===== src/rtl/hex_scan_if.sv =====
// hex_scan_if: control inputs and scanned display outputs of hex_scan_display
interface hex_scan_if #(parameter int DIGITS = 4);
  logic enable, load, blank_lz, dp_out, frame_done;
  logic [4*DIGITS-1:0] value;
  logic [DIGITS-1:0] dp_in, dig_sel;
  logic [6:0] seg;
  modport master(output enable, load, value, dp_in, blank_lz, input seg, dp_out, dig_sel, frame_done);
  modport slave(input enable, load, value, dp_in, blank_lz, output seg, dp_out, dig_sel, frame_done);
endinterface


===== src/rtl/hex_scan_display.sv =====
// hex_scan_display: double-buffered, time-multiplexed multi-digit seven-segment hex driver
module hex_scan_display #(
  parameter int DIGITS = 4,
  parameter int PRESCALE = 50000,
  parameter int GUARD = 2,
  parameter int ACTIVE_LOW = 1
) (
  input logic clk,
  input logic rst_n,
  hex_scan_if.slave bus
);
  localparam int IW = DIGITS > 1 ? $clog2(DIGITS) : 1;
  localparam int CW = $clog2(PRESCALE);
  localparam logic [IW-1:0] LAST = IW'(DIGITS - 1);
  localparam logic [CW-1:0] CMAX = CW'(PRESCALE - 1);
  localparam logic [CW-1:0] CGRD = CW'(GUARD);
  localparam logic INV = ACTIVE_LOW != 0;
  localparam logic [15:0][6:0] LUT = {7'h71, 7'h79, 7'h5E, 7'h39, 7'h7C, 7'h77, 7'h6F, 7'h7F,
                                      7'h07, 7'h7D, 7'h6D, 7'h66, 7'h4F, 7'h5B, 7'h06, 7'h3F};
  logic [4*DIGITS-1:0] p_val, a_val, sh;
  logic [DIGITS-1:0] p_dp, a_dp, sel_r, one;
  logic p_bl, a_bl, pend, wrap, boundary, on, blank, dp_r, fd_r;
  logic [CW-1:0] cnt;
  logic [IW-1:0] idx;
  logic [6:0] seg_r, dec;
  // slot position decode and pattern of the digit currently addressed by idx
  always_comb begin
    wrap = cnt == CMAX;
    boundary = bus.enable && wrap && idx == LAST;
    on = bus.enable && cnt >= CGRD;
    sh = a_val >> {idx, 2'b00};
    blank = a_bl && idx != '0 && sh == '0;
    dec = blank ? 7'h00 : LUT[sh[3:0]];
    one = DIGITS'(1) << idx;
  end
  // pending/active buffers swap only at frame boundaries, or freely while dark
  always_ff @(posedge clk or negedge rst_n)
    if (!rst_n) begin
      p_val <= '0;
      p_dp <= '0;
      p_bl <= 1'b0;
      a_val <= '0;
      a_dp <= '0;
      a_bl <= 1'b0;
      pend <= 1'b0;
      cnt <= '0;
      idx <= '0;
    end else begin
      if (bus.load) begin
        p_val <= bus.value;
        p_dp <= bus.dp_in;
        p_bl <= bus.blank_lz;
      end
      if (!bus.enable || (boundary && pend)) begin
        a_val <= p_val;
        a_dp <= p_dp;
        a_bl <= p_bl;
      end
      pend <= bus.load || (pend && bus.enable && !boundary);
      cnt <= (!bus.enable || wrap) ? '0 : cnt + 1'b1;
      idx <= (!bus.enable || boundary) ? '0 : wrap ? idx + 1'b1 : idx;
    end
  // polarity-adjusted outputs, registered one cycle behind cnt/idx
  always_ff @(posedge clk or negedge rst_n)
    if (!rst_n) begin
      seg_r <= {7{INV}};
      dp_r <= INV;
      sel_r <= {DIGITS{INV}};
      fd_r <= 1'b0;
    end else begin
      seg_r <= (on ? dec : 7'h00) ^ {7{INV}};
      dp_r <= (on && a_dp[idx]) ^ INV;
      sel_r <= (on ? one : '0) ^ {DIGITS{INV}};
      fd_r <= boundary;
    end
  assign bus.seg = seg_r;
  assign bus.dp_out = dp_r;
  assign bus.dig_sel = sel_r;
  assign bus.frame_done = fd_r;
endmodule


===== src/flat_wrapper.sv =====
// flat-port wrapper written by rule: the top's interface ports become plain ports
module hex_scan_display_flat 
#(
  parameter int DIGITS = 4,
  parameter int PRESCALE = 50000,
  parameter int GUARD = 2,
  parameter int ACTIVE_LOW = 1
)
  (clk, rst_n, bus_enable, bus_load, bus_value, bus_dp_in, bus_blank_lz, bus_seg, bus_dp_out, bus_dig_sel, bus_frame_done);
  hex_scan_if #(.DIGITS(DIGITS)) bus_i ();
  input logic clk;
  input logic rst_n;
  input wire logic [$bits(bus_i.enable)-1:0] bus_enable;
  input wire logic [$bits(bus_i.load)-1:0] bus_load;
  input wire logic [$bits(bus_i.value)-1:0] bus_value;
  input wire logic [$bits(bus_i.dp_in)-1:0] bus_dp_in;
  input wire logic [$bits(bus_i.blank_lz)-1:0] bus_blank_lz;
  output wire logic [$bits(bus_i.seg)-1:0] bus_seg;
  output wire logic [$bits(bus_i.dp_out)-1:0] bus_dp_out;
  output wire logic [$bits(bus_i.dig_sel)-1:0] bus_dig_sel;
  output wire logic [$bits(bus_i.frame_done)-1:0] bus_frame_done;
  assign bus_i.enable = bus_enable;
  assign bus_i.load = bus_load;
  assign bus_i.value = bus_value;
  assign bus_i.dp_in = bus_dp_in;
  assign bus_i.blank_lz = bus_blank_lz;
  assign bus_seg = bus_i.seg;
  assign bus_dp_out = bus_i.dp_out;
  assign bus_dig_sel = bus_i.dig_sel;
  assign bus_frame_done = bus_i.frame_done;
  hex_scan_display #(.DIGITS(DIGITS), .PRESCALE(PRESCALE), .GUARD(GUARD), .ACTIVE_LOW(ACTIVE_LOW)) u_core (.clk(clk), .rst_n(rst_n), .bus(bus_i));
endmodule

===== config.mk =====
export PLATFORM = sky130hd
export DESIGN_NAME = hex_scan_display_flat
export DESIGN_NICKNAME = d
export VERILOG_FILES = /design/src/rtl/hex_scan_if.sv /design/src/rtl/hex_scan_display.sv /design/src/flat_wrapper.sv
export SDC_FILE = /design/constraint.sdc
export NUM_CORES = 1
export LEC_CHECK = 0
export CORE_ASPECT_RATIO = 2
export CORE_MARGIN = 3
export CORE_UTILIZATION = 55
export CTS_CLUSTER_SIZE = 25
export DETAILED_ROUTE_END_ITERATION = 7
export PLACE_DENSITY = 0.78
export SLEW_MARGIN = 25
export SYNTH_ARGS = -nofsm -noshare
export SYNTH_HDL_FRONTEND = slang
export SYNTH_SLANG_ARGS = --single-unit

===== constraint.sdc =====
create_clock -name clk -period 3.1 [get_ports clk]
set_clock_uncertainty 0.1 [all_clocks]
set_input_delay 0.62 -clock clk [delete_from_list [all_inputs] [get_ports clk]]
set_output_delay 0.62 -clock clk [all_outputs]
set_load 0.02 [all_outputs]

==> flow_metrics.py, run 1 <==
metrics = {
    "critical_path": {
        "r2r_start": "u_core.idx[1]",
        "end_kind": "register",
        "crit_type": "reg2reg",
        "timing.rr.end": "u_core.bus.seg[0]",
        "r2r_cells": 7,
        "cp.arrival_ps": 2500,
        "r2r_slack_ps": 730,
        "cp_data_required_time_ps": 3240,
        "crit_fanout": 15,
        "startpoint_type": "register",
    },
    "cells_and_area": {
        "fin_nets": 358,
        "drive_gt1_frac": 0.2431,
        "fillerInstances": 440,
        "stdcell_area_um2": 4209,
        "diodes": 0,
        "syn_to_final_growth_pct": 21.80,
    },
    "clock_tree": {
        "cts_buffer_depth": 2,
        "cts_tree": "done",
        "cts-htree-levels": 3,
        "numCtsBuffers": 9,
        "cts-hold-fix-buffers": 0,
        "clock_latency_ps": 330,
        "cts_root_buf": "clkbuf_16",
        "cts_sinks": 74,
        "post_cts_buffers": 0,
        "clkTransAtPathRegs_ps": 60,
        "cts_resized": 0,
    },
    "placement": {
        "dp.final_hpwl_mm": 4.871,
        "io_buffers": 37,
        "place.gp.congestion": 0.8646,
        "dpl_cell_area_um2": 3923,
    },
    "timing": {
        "setup_tns_ps": 0,
        "fin_crit_sh": 0.7629,
        "rsz0062_at_grt": "false",
        "hold_violations": 0,
        "setup_viol_count_final": 0,
        "max_freq_mhz": 422.8,
        "slew_headroom": 0.4113,
        "hold_ws_ps": 382.8,
        "fin_crit_ps": 2365,
        "final_max_slew_viol_count": 0,
        "worstMarginPinSlew_ps": 883.1,
    },
    "worst_hold_path": {
        "hold_class": "reg2reg",
        "min_path_cells": 1,
        "hold_start": "u_core.p_bl",
        "hold_end": "u_core.a_bl",
    },
    "synth": {
        "mappedNetlistArea_um2": 3456,
        "synth_warnings": 0,
        "avgSynthCellArea_um2": 12.43,
        "synth_cell_types": 46,
        "ys.flop_type": "dfrtp_1",
        "syn_nets": 315,
        "async_flop_share": 1.000,
        "ys_top_cells_by_area": "dfrtp_1 45%, mux2_2 11%, dfstp_2 9.1%",
        "seq_area_frac_synth": 0.5402,
        "yosysTopAreaCellShare": 0.4490,
        "synth_seq_cells": 74,
        "syn_inst": 278,
        "yosys.area.top_type": "dfrtp_1",
        "synth_edf_count": 0,
    },
    "power": {
        "p_leak_nw": 1.722,
        "p_per_area_nw_per_um2": 580.0,
        "max-vdd-ir-drop_v": 0.0004035,
    },
    "route": {
        "vias": 2230,
        "drt-wirelength-per-cell_um": 16.18,
        "drt-total-wl_mm": 6.618,
        "ant_nets": 0,
        "via_per_inst": 5.452,
        "drt_first_pass_iters": 4,
        "drc_errors": 0,
        "drt-initial-drc-count": 109,
    },
    "global_routing": {
        "gr-usage-met1": 0.2178,
        "grt_max_degree": 75,
        "gr-usage-all-layers": 0.2074,
        "antenna_found_initial": 0,
        "busiest_layer": "met2",
        "use_met2": 0.3558,
        "grt_pass1_vias": 2308,
        "overflow": 0,
        "grt_first_pass_wirelength_mm": 10.98,
        "grt_use_met3": 0.05269,
    },
    "floorplan": {
        "die_x_um": 62.05,
        "core_um2": 6056,
        "start_util": 0.5707,
        "rows": 40,
        "die_h_um": 118.1,
        "die_area_um2": 7328,
        "ios": 38,
    },
    "flow_run": {
        "cap_violations": 0,
    },
    "outcome": {
        "status": "finished, final reports clean",
    },
}
## metrics by stage
stage                     setup slack (ps)    util  power [W]  std cells
after floorplan                      924.5       -   0.001326        278
after detailed placement             762.0  0.6477   0.001462        394
after CTS                            746.3  0.6950   0.002475        409
after global routing                 592.3  0.6950   0.002553        409
final                                734.9  0.6950   0.002441        409
after global placement               815.6  0.6477   0.001447        394
## routing by layer
metal / wire [µm] / vias to the layer above
met4: 177 / 0
met3: 159 / 12
met1: 2381 / 1122
li1: - / 1064
met2: 3899 / 32
met5: 0 / -
## flip-flops by register name, indices dropped and copies added, names as in the netlist
register               count
u_core.bus.dp_out          1
u_core.p_dp                4
u_core.p_val              16
u_core.a_val              16
u_core.bus.dig_sel         4
u_core.a_bl                1
u_core.a_dp                4
u_core.cnt                16
u_core.bus.seg             7
u_core.pend                1
u_core.bus.frame_done      1
u_core.p_bl                1
u_core.idx                 2
## cells in the final DEF, fill, tap and decap left out, drive strengths merged, types with 2 or more instances in the layout
cell type       n
nand2          22
nor3            3
nand3           7
clkbuf         12
buf             5
a21oi           7
nand2b          2
o211ai          5
and3            2
nor4            5
mux2i           4
a31oi           2
nand3b          2
xnor2           8
xor2            6
mux4            4
o21a            3
or4             2
nand4           4
inv             8
clkdlybuf4s50  36
or2             2
dfrtp          62
o22a            2
nor2           26
dfstp          12
clkinv          2
ha             12
mux2           44
## cell usage after synthesis (3+ instances only)
master     n
dfstp_2   12
a21oi_1    6
xnor2_1    8
nor4_1     3
buf_2      5
mux4_2     4
xor2_1     6
nand4_1    4
nand2_1   21
nor3_1     3
o211ai_1   5
inv_1      8
ha_1      12
nor2_1    26
dfrtp_1   62
mux2_1     9
mux2i_1    4
o21a_1     3
mux2_2    35
nand3_1    7
## report_power, final
group | switching [W] | total, W | internal, W
Combinational | 0.000151 | 0.000319 | 0.000168
Sequential | 0.0000592 | 0.00112 | 0.00106
Clock | 0.000362 | 0.000999 | 0.000637
Total | 0.000572 | 0.00244 | 0.00187
## how the worst max path moves through the flow
| stage | startpoint | to | cells past startpoint |
|---|---|---|---|
| finish | u_core.idx[1] | u_core.bus.seg[0] | 7 |
| global route | u_core.idx[1] | u_core.bus.seg[6] | 6 |
| CTS | u_core.idx[1] | u_core.bus.seg[0] | 7 |
| detailed placement | bus_enable | u_core.a_val[4] | 5 |
| global placement | bus_enable | u_core.a_val[4] | 5 |
| floorplan | u_core.idx[0] | u_core.bus.seg[0] | 8 |
## cells by family (layout without fill, tap and decap cells)
kind of cell | Yosys count | in the layout | synth area share
and+or+nand+nor | 84 | 84 | 0.1285
buffers and inverters | 17 | 64 | 0.02028
DFF | 74 | 74 | 0.5402
muxes | 52 | 52 | 0.1810
adders and majority gates | 12 | 12 | 0.04345
xor gates and xnor gates | 14 | 14 | 0.03548
AOI/OAI and AO/OA | 25 | 25 | 0.05105
## worst max-delay path, cell delays in order, from the launching register on
cell	delay (ps)
dfrtp_1	670
mux4_2	460
inv_1	150
ha_1	350
nor3_1	90
a21oi_1	130
mux2i_1	90
o31ai_1	230
## layout make-up
type                            instances  area [µm²]  area share
Clock buffer                           12       246.5     0.05856
Clock inverter                          3       40.04    0.009512
Inverter                                8       30.03    0.007134
Multi-Input combinational cell        187        1525      0.3624
Sequential cell                        74        1867      0.4435
Tap cell                               84       105.1     0.02497
Timing Repair Buffer                   41       395.4     0.09394
No activity file was read; power rests on OpenSTA's default activity.
==> run 2: changes to the inputs <==
- CORE_UTILIZATION: 55 -> 51
- PLACE_DENSITY: 0.78 -> 0.76
- clock period: 3.1 -> 1.9 ns (I/O delays scaled with it)
==> run 2 against run 1 <==
  * The flow now finishes with violations (negative setup slack)
  * Power up 65%
  * Maximum frequency up 20%
  * Via count up 9.6%
  * Routed wire length up 14%
  * Worst setup slack worse by 810 ps
  * Utilization up 2.0 points
  * Combinational power up 110%
==> flow_metrics.py, run 2 (synthesis gave the netlist of run 1 again) <==
metrics = {
    "route": {
        "drc_errors": 0,
        "via_per_inst": 5.429,
        "ant_nets": 0,
        "drt-total-wl_mm": 7.545,
        "vias": 2443,
        "drt-wirelength-per-cell_um": 16.77,
        "drt-initial-drc-count": 84,
        "drt_first_pass_iters": 4,
    },
    "critical_path": {
        "crit_type": "reg2reg",
        "r2r_start": "u_core.idx[0]",
        "r2r_slack_ps": -80,
        "crit_start": "u_core.idx[0]",
        "end_kind": "register",
        "max_stage_delay_ps": 570,
        "path_buf_inv": 1,
        "r2r_cells": 7,
        "cp.arrival_ps": 2120,
        "cp_data_required_time_ps": 2040,
        "critPathTopFamily": "multiplexers",
        "crit_fanout": 6,
        "startpoint_type": "register",
        "path_cells": "mux4_2 -> clkinv_4 -> ha_4 -> nor3_1 -> a21oi_1 -> mux2i_1 -> o31ai_1",
        "cp_slowest_cell": "mux4_2",
        "timing.rr.end": "u_core.bus.seg[0]",
    },
    "clock_tree": {
        "cts_sinks": 74,
        "cts_buffer_depth": 2,
        "cts_tree": "done",
        "clock_latency_ps": 330,
        "clkTransAtPathRegs_ps": 50,
        "cts_root_buf": "clkbuf_16",
        "numCtsBuffers": 9,
        "cts-htree-levels": 3,
    },
    "global_routing": {
        "grt_use_met3": 0.06136,
        "antenna_found_initial": 0,
        "grt_max_degree": 64,
        "use_met2": 0.3992,
        "overflow": 0,
        "gr-usage-all-layers": 0.2144,
        "grt_first_pass_wirelength_mm": 12.52,
        "gr-usage-met1": 0.2045,
        "busiest_layer": "met2",
        "grt_pass1_vias": 2659,
    },
    "timing": {
        "max_freq_mhz": 505.3,
        "final_max_slew_viol_count": 0,
        "hold_violations": 0,
        "fin_crit_ps": 1979,
        "setup_viol_count_final": 30,
        "slew_headroom": 0.7580,
        "worst_slack_ps": -79.10,
        "fin_crit_sh": 1.042,
        "worstMarginPinSlew_ps": 358.3,
        "rsz0062_at_grt": "true",
        "hold_ws_ps": 357.0,
    },
    "outcome": {
        "violations": "negative setup slack",
        "status": "complete, but fails checks",
    },
    "power": {
        "totalPowerFinal_w": 0.004030,
        "max-vdd-ir-drop_v": 0.0006456,
        "p_leak_nw": 1.947,
        "p_per_area_nw_per_um2": 872.5,
    },
    "placement": {
        "place.gp.congestion": 0.8941,
        "dp.final_hpwl_mm": 5.470,
        "io_buffers": 37,
        "place_inst": 428,
    },
    "floorplan": {
        "rows": 41,
        "ios": 38,
        "die_area_um2": 7859,
        "die_x_um": 64.21,
        "start_util": 0.5346,
        "die_h_um": 122.4,
        "core_um2": 6464,
    },
    "cells_and_area": {
        "drive_gt1_frac": 0.3654,
        "fin_cells": 450,
        "final_common_cell": "dfrtp_1",
        "fin_nets": 396,
        "diodes": 0,
        "mostFrequentLayoutCells": "61 x dfrtp_1, 37 x buf_4, 35 x mux2_2",
        "syn_to_final_growth_pct": 33.67,
        "reg_top3": "u_core.a_val: 16 flops, u_core.cnt: 16 flops, u_core.p_val: 16 flops",
    },
    "worst_hold_path": {
        "hold_class": "in2async",
    },
    "flow_run": {
        "cap_violations": 0,
    },
}
-- run 2: cell type report --
| type | instances | area, µm² |
|---|---|---|
| Clock buffer | 16 | 271.5 |
| Inverter | 8 | 37.54 |
| Fill cell | 483 | 1844 |
| Tap cell | 86 | 107.6 |
| Timing Repair Buffer | 79 | 709.4 |
| Sequential cell | 74 | 1868 |
| Multi-Input combinational cell | 187 | 1625 |
-- run 2: where the power goes --
| group | switching, W | total, W | internal (W) | leakage (nW) |
|---|---|---|---|---|
| Clock | 0.000577 | 0.00153 | 0.000957 | 0.131 |
| Sequential | 0.000105 | 0.00184 | 0.00174 | 0.890 |
| Combinational | 0.000292 | 0.000657 | 0.000364 | 0.926 |
| Total | 0.000974 | 0.00403 | 0.00306 | 1.95 |
-- run 2: repair_timing --
item	4_1_cts	5_1_grt
pin swaps	3	5
resized for setup	25	3
hold buffers	1	0
setup endpoints to repair	56	45
buffers inserted	2	3
endpoints found under the hold margin	7	0
-- run 2: worst reg2reg max path: stages (launching register included) --
cell      delay, ps
dfrtp_2         410
mux4_2          570
clkinv_4        110
ha_4            170
nor3_1           60
a21oi_1         110
mux2i_1          90
o31ai_1         260
-- run 2: worst max-delay path by stage --
stage,to,slack (ps),cells past startpoint
3_5_place_dp,u_core.bus.seg[0],-120,7
6_report,u_core.bus.seg[0],-80,7
2_1_floorplan,u_core.bus.seg[1],-110,7
4_1_cts,u_core.bus.seg[0],-90,7
3_3_place_gp,u_core.bus.seg[0],-70,7
5_1_grt,u_core.idx[0],-140,5
-- run 2: layer usage --
metal  vias to the layer above  share of wire
met1                      1214           0.35
met3                        25          0.036
met2                        53           0.57
met4                         0          0.042
li1                       1151              -
met5                         -              0
-- run 2: through the flow --
| stage | cell area, µm² | worst slack, ps | setup TNS, ps | utilization |
|---|---|---|---|---|
| detailed placement | 4253 | -121.7 | -1392 | 0.6580 |
| CTS | 4583 | -86.87 | -1637 | 0.7091 |
| floorplan | 3517 | -112.0 | -739.9 | - |
| global route | 4619 | -144.7 | -4146 | 0.7147 |
| finish | 4619 | -79.10 | -821.2 | 0.7147 |
| global placement | 4253 | -68.23 | -708.9 | 0.6580 |
